$ cat config.mk
export PLATFORM = sky130hd
export DESIGN_NAME = nibble_entry
export DESIGN_NICKNAME = d
export VERILOG_FILES = /design/src/rtl/nibble_entry_pkg.sv /design/src/rtl/nibble_entry_key_debounce.sv /design/src/rtl/nibble_entry.sv
export SDC_FILE = /design/constraint.sdc
export NUM_CORES = 1
export LEC_CHECK = 0
export ABC_AREA = 1
export CORE_MARGIN = 8
export CORE_UTILIZATION = 35
export DETAILED_ROUTE_END_ITERATION = 7
export PLACE_DENSITY = 0.6
export SYNTH_ARGS = -nofsm -noshare
export SYNTH_HDL_FRONTEND = slang
export SYNTH_SLANG_ARGS = --single-unit
$ cat constraint.sdc
create_clock -name Clock -period 1.65 [get_ports Clock]
set_input_delay 0.165 -clock Clock [delete_from_list [all_inputs] [get_ports Clock]]
set_output_delay 0.165 -clock Clock [all_outputs]
set_load 0.01 [all_outputs]
$ cat src/rtl/nibble_entry_pkg.sv
// Shared types and constants for the hex nibble entry block.
package nibble_entry_pkg;

   // ENTRY collects nibbles; HOLD presents a finished word until the consumer takes it.
   typedef enum logic {
      ENTRY = 1'b0,
      HOLD  = 1'b1
   } state_t;

   // Number of hex digits that make up one assembled word.
   localparam int NIBBLES = 4;

   // 10 ms of settling time at a 50 MHz clock.
   localparam int DEBOUNCE_CYCLES_DEFAULT = 500000;

endpackage

$ cat src/rtl/nibble_entry_key_debounce.sv
// Synchronizes a bouncy active-low pushbutton, debounces it and flags each press.
module key_debounce
   import nibble_entry_pkg::*;
#(
   parameter int DEBOUNCE_CYCLES = DEBOUNCE_CYCLES_DEFAULT
) (
   input  logic Clock,
   input  logic Resetn,
   input  logic key_n,
   output logic level,
   output logic press
);

   // A one-cycle window still needs a one-bit counter to keep the arithmetic legal.
   localparam int CW = (DEBOUNCE_CYCLES > 1) ? $clog2(DEBOUNCE_CYCLES) : 1;
   localparam logic [CW-1:0] LAST_COUNT = CW'(DEBOUNCE_CYCLES - 1);

   logic          sync_a;
   logic          sync_b;
   logic [CW-1:0] count;
   logic          level_prev;

   // Two-flop synchronizer; resets to the released level so no false press appears.
   always_ff @(posedge Clock or negedge Resetn) begin
      if (!Resetn) begin
         sync_a <= 1'b1;
         sync_b <= 1'b1;
      end else begin
         sync_a <= key_n;
         sync_b <= sync_a;
      end
   end

   // Accept a new level only after it differs for DEBOUNCE_CYCLES straight edges; the count stops at LAST_COUNT so it never wraps.
   always_ff @(posedge Clock or negedge Resetn) begin
      if (!Resetn) begin
         level <= 1'b1;
         count <= '0;
      end else if (sync_b == level) begin
         count <= '0;
      end else if (count == LAST_COUNT) begin
         level <= sync_b;
         count <= '0;
      end else begin
         count <= count + 1'b1;
      end
   end

   // Delayed copy of the debounced level for falling-edge detection.
   always_ff @(posedge Clock or negedge Resetn) begin
      if (!Resetn) begin
         level_prev <= 1'b1;
      end else begin
         level_prev <= level;
      end
   end

   // A press is the debounced 1->0 transition, visible for the single cycle after it.
   always_comb begin
      press = level_prev & ~level;
   end

endmodule

$ cat src/rtl/nibble_entry.sv
// Builds a 16-bit word from four pushbutton-entered hex digits and hands it to a consumer.
module nibble_entry
   import nibble_entry_pkg::*;
#(
   parameter int DEBOUNCE_CYCLES = DEBOUNCE_CYCLES_DEFAULT
) (
   input  logic        Clock,
   input  logic        Resetn,
   input  logic        key_n,
   input  logic [3:0]  sw_nibble,
   input  logic        clear,
   input  logic        ready,
   output logic [15:0] value,
   output logic [1:0]  digit_idx,
   output logic        valid,
   output logic        press
);

   localparam logic [1:0] LAST_IDX = 2'(NIBBLES - 1);

   state_t state;
   state_t next_state;
   logic   key_level;

   key_debounce #(
      .DEBOUNCE_CYCLES(DEBOUNCE_CYCLES)
   ) u_key_debounce (
      .Clock (Clock),
      .Resetn(Resetn),
      .key_n (key_n),
      .level (key_level),
      .press (press)
   );

   // State register.
   always_ff @(posedge Clock or negedge Resetn) begin
      if (!Resetn) begin
         state <= ENTRY;
      end else begin
         state <= next_state;
      end
   end

   // Move to HOLD on the fourth digit, back to ENTRY when taken; clear overrides everything.
   always_comb begin
      next_state = state;
      case (state)
         ENTRY: if (press && (digit_idx == LAST_IDX)) next_state = HOLD;
         HOLD:  if (ready) next_state = ENTRY;
         default: next_state = ENTRY;
      endcase
      if (clear) begin
         next_state = ENTRY;
      end
   end

   // A word is on offer exactly while the machine sits in HOLD.
   always_comb begin
      valid = (state == HOLD);
   end

   // Shift in digits only while collecting; a taken word stays visible until the next digit arrives.
   always_ff @(posedge Clock or negedge Resetn) begin
      if (!Resetn) begin
         value     <= '0;
         digit_idx <= '0;
      end else if (clear) begin
         value     <= '0;
         digit_idx <= '0;
      end else if ((state == ENTRY) && press) begin
         value     <= {value[11:0], sw_nibble};
         digit_idx <= (digit_idx == LAST_IDX) ? 2'd0 : digit_idx + 2'd1;
      end
   end

   // The debounced level itself is only needed inside the debouncer.
   logic unused_level;
   assign unused_level = key_level;

endmodule
==> metrics.md <==
| Metric | Value |
|---|---|
| Int Pwr | 1.52 mW |
| FF+latch area | 1060 um2 |
| Postcts setup bufs | 0 |
| RR Endpoint | u_key_debounce.count[17] |
| Status | complete, no violations |
| Dpl cell area | 2300 um2 |
| Final max-slew violation count | 0 |
| FMAX | about 0.70 GHz |
| DR DRC count | 0 |
| Pwr Density | 795 nW/um2 |
| Final ANT Viol Nets | 0 |
| MaxCap Viol Count | 0 |
| Synth area leader | dfrtp_1 |
| TritonCTS Buffers | 5 |
| Combinational share of power | 0.041 |
| Ys flop type | dfrtp_1 |
| Clk buf depth | 2 |
| Sw Pwr | just over 400 uW |
| CTS sink cnt | 42 |
| Final Setup Violations | 0 |
| Final worst-path cycle share | 0.872 |
| Min-delay src | key_n |
| Asr flop ratio synth | 1.00 |
| RSZ-0062 raised after global routing | false |
| Post-Syn Area | 1940 um2 |
| Synthesized flop and latch total | 42 |
| Drt first pass iters | 4 |
| CP required | 1.83 ns |
| Starting Density | 0.356 |
| Switching share of total power | 0.211 |
| Worst min-delay path class | input pin to flop |
| R2r startpoint | u_key_debounce.count[0] |
| IO Pins | 29 |
| Seq pwr share | 0.542 |
| Share of the synthesized area in the top cell type | 0.491 |
| Routed WL per cell | 12.5 um |
| Final hold vios | 0 |
| DIE HEIGHT | about 90 um |
| Initial DRC count | around 90 |
| Vias in the first global route | about 1,600 |
| Setup crit start | u_key_debounce.count[0] |
| Row count | 27 |
| Nets@finish | approximately 270 |
| Reg2reg path depth | 6 |
| Post-synthesis sequential area ratio | 0.545 |
| Fillers | 527 |
| Die area | 8170 um2 |
| I/O Buffers | 28 |
| Hold worst-path end | u_key_debounce.sync_a |
| Via/cell ratio | 4.54 |
| DRT Wirelength | 4.13 mm |
| Core area | 5440 um2 |
| Worst-path clk slew | 0.08 ns |
| Post-route design area | 2420 um2 |
| Syn. warnings | 0 |
| Syn nets | 232 |
| Largest net degree at the start of global routing | 18 |
| DIE WIDTH | about 90 um |
| Final GP Congestion | about 0.8 |
| Unique cell type count in the Yosys netlist | 26 |
| Leading cell type by number of instances after synthesis | nor2_1 |
| First-pass GRT wire length | 7.22 mm |
| CTS tree | yes |
| Footprint of the multi-input gates | 741 um2 |
| Overflow after GRT | 0 |
| Fraction of layout cells with a size suffix above 1 | 0.101 |
| Critical path class | flop to flop |
| GR Util All Layers | 0.108 |
| Lkg Pwr | 0.993 nW |
| Area grow syn2layout | 25.1% |
| Setup TNS | 0 ns |
| Startpoint Class | flop |
| Setup slack, reg-to-reg | 0.21 ns |
| Clock latency on the worst-skew pair | 0.29 ns |
| Hold Path Depth | 1 |
| Avg Synthesized Cell Area | 8.76 um2 |
| Clock share of power | 0.417 |
| Final Critical Period | 1.44 ns |
| Worst vdd ir | ~0.41 mV |
| Max_slew headroom | 0.738 |
| Synth cell count leaders | nor2_1 (42), dfrtp_1 (38), inv_1 (30), nand2_1 (30), nand3_1 (23) |
| Arrival time at the worst endpoint | between 1.5 and 2 ns |
| Post-synth EDFFs | 0 |
| Initial antenna violation count | 0 |
| Post-synthesis cell count | 221 |
| Placed cell count | roughly 320 |
| Actual slew at the worst max-slew pin | 0.392 ns |
| H-tree depth | 2 |
| Synth area leaders | dfrtp_1 (49%), nor2_1 (8.1%), nand3_1 (5.9%), inv_1 (5.8%), nand2_1 (5.8%) |
| Ant. Diodes | 0 |
| Via count | 1,499 |
| Final HPWL DP | 3.05 mm |
| Critical Path End Type | flop |
| Post-Layout Cell Count | 330 |
| Layout Skew | about 0.0026 ns |
| Root buffer cell | clkbuf_8 |
| CP max FO | 7 |
[power groups by stage]
stage	registers (mW)	clock network, mW	logic, mW
after floorplan	1.06	0	0.0283
after global placement	1.06	0	0.0775
after detailed placement	1.07	0	0.0788
after CTS	1.05	0.831	0.0821
after global routing	1.05	0.877	0.0912
final	1.05	0.803	0.0790
[metal layers]
layer | vias up | wire (um) | global-route usage
li1 | 773 | - | -
met1 | 682 | 2090 | 0.138
met2 | 39 | 1730 | 0.163
met3 | 5 | 261 | 0.0391
met4 | 0 | 59 | 0.0416
met5 | - | 0 | 0
[how the worst max path moves through the flow]
stage	end	slack, ns	cells past startpoint
final	u_key_debounce.count[17]	0.21	6
after global routing	u_key_debounce.count[16]	0.008	7
after CTS	u_key_debounce.count[17]	0.19	6
after detailed placement	u_key_debounce.count[5]	0.21	6
after global placement	u_key_debounce.count[5]	0.24	6
after floorplan	value[14]	0.38	7
[critical path, stage by stage, from the launching register on]
cell	delay, ns
dfrtp_1	0.38
ha_1	0.20
nand2_1	0.09
nor2_1	0.14
nand3_1	0.22
nand2_1	0.23
a21oi_1	0.06
[kinds of logic after synthesis]
logic type | after synthesis | share of synthesized area
xor+xnor | 10 | 0.0491
flops | 42 | 0.545
simple gates | 106 | 0.245
buf+inv | 35 | 0.0723
compound gates | 26 | 0.0756
fa+ha+maj | 2 | 0.0129
[flip-flops by register name, summed over array words and instances (netlist names)]
signal	count
u_key_debounce.count	19
u_key_debounce.sync_b	1
u_key_debounce.level_prev	1
u_key_debounce.level	1
digit_idx	2
valid	1
u_key_debounce.sync_a	1
value	16
[metrics by stage]
step	util	hold WS, ns	power, mW	worst slack, ns
2_1_floorplan	-	-0.131	1.09	0.385
3_3_place_gp	0.424	0.0967	1.14	0.244
3_5_place_dp	0.424	0.0970	1.14	0.208
4_1_cts	0.446	0.274	1.96	0.192
5_1_grt	0.446	0.274	2.01	0.00802
6_report	0.446	0.283	1.93	0.211
[layout make-up]
| type | count | share of cell area |
|---|---|---|
| inverter | 32 | 0.0496 |
| tap | 72 | 0.0372 |
| multi-input combinational | 144 | 0.306 |
| clock inverter | 2 | 0.0155 |
| timing repair buffer | 32 | 0.126 |
| clock buffer | 6 | 0.0299 |
| sequential | 42 | 0.436 |
[what timing repair did]
action                                 4_1_cts  5_1_grt
resized for setup                            1        0
endpoints found under the hold margin       15        0
setup endpoints to repair                    1        0
hold buffers                                 1        0
[placed cells by master, fill, tap and decap left out, drive strengths merged, types with 2 or more instances in the layout]
cell,count
clkdlybuf4s50,26
inv,32
nor2,46
clkbuf,6
dfstp,4
ha,2
o21ai,11
nand2,33
dfrtp,38
nand3,23
nand4,2
buf,4
xor2,9
o22ai,9
a21oi,4
No activity file was read; power rests on OpenSTA's default activity.
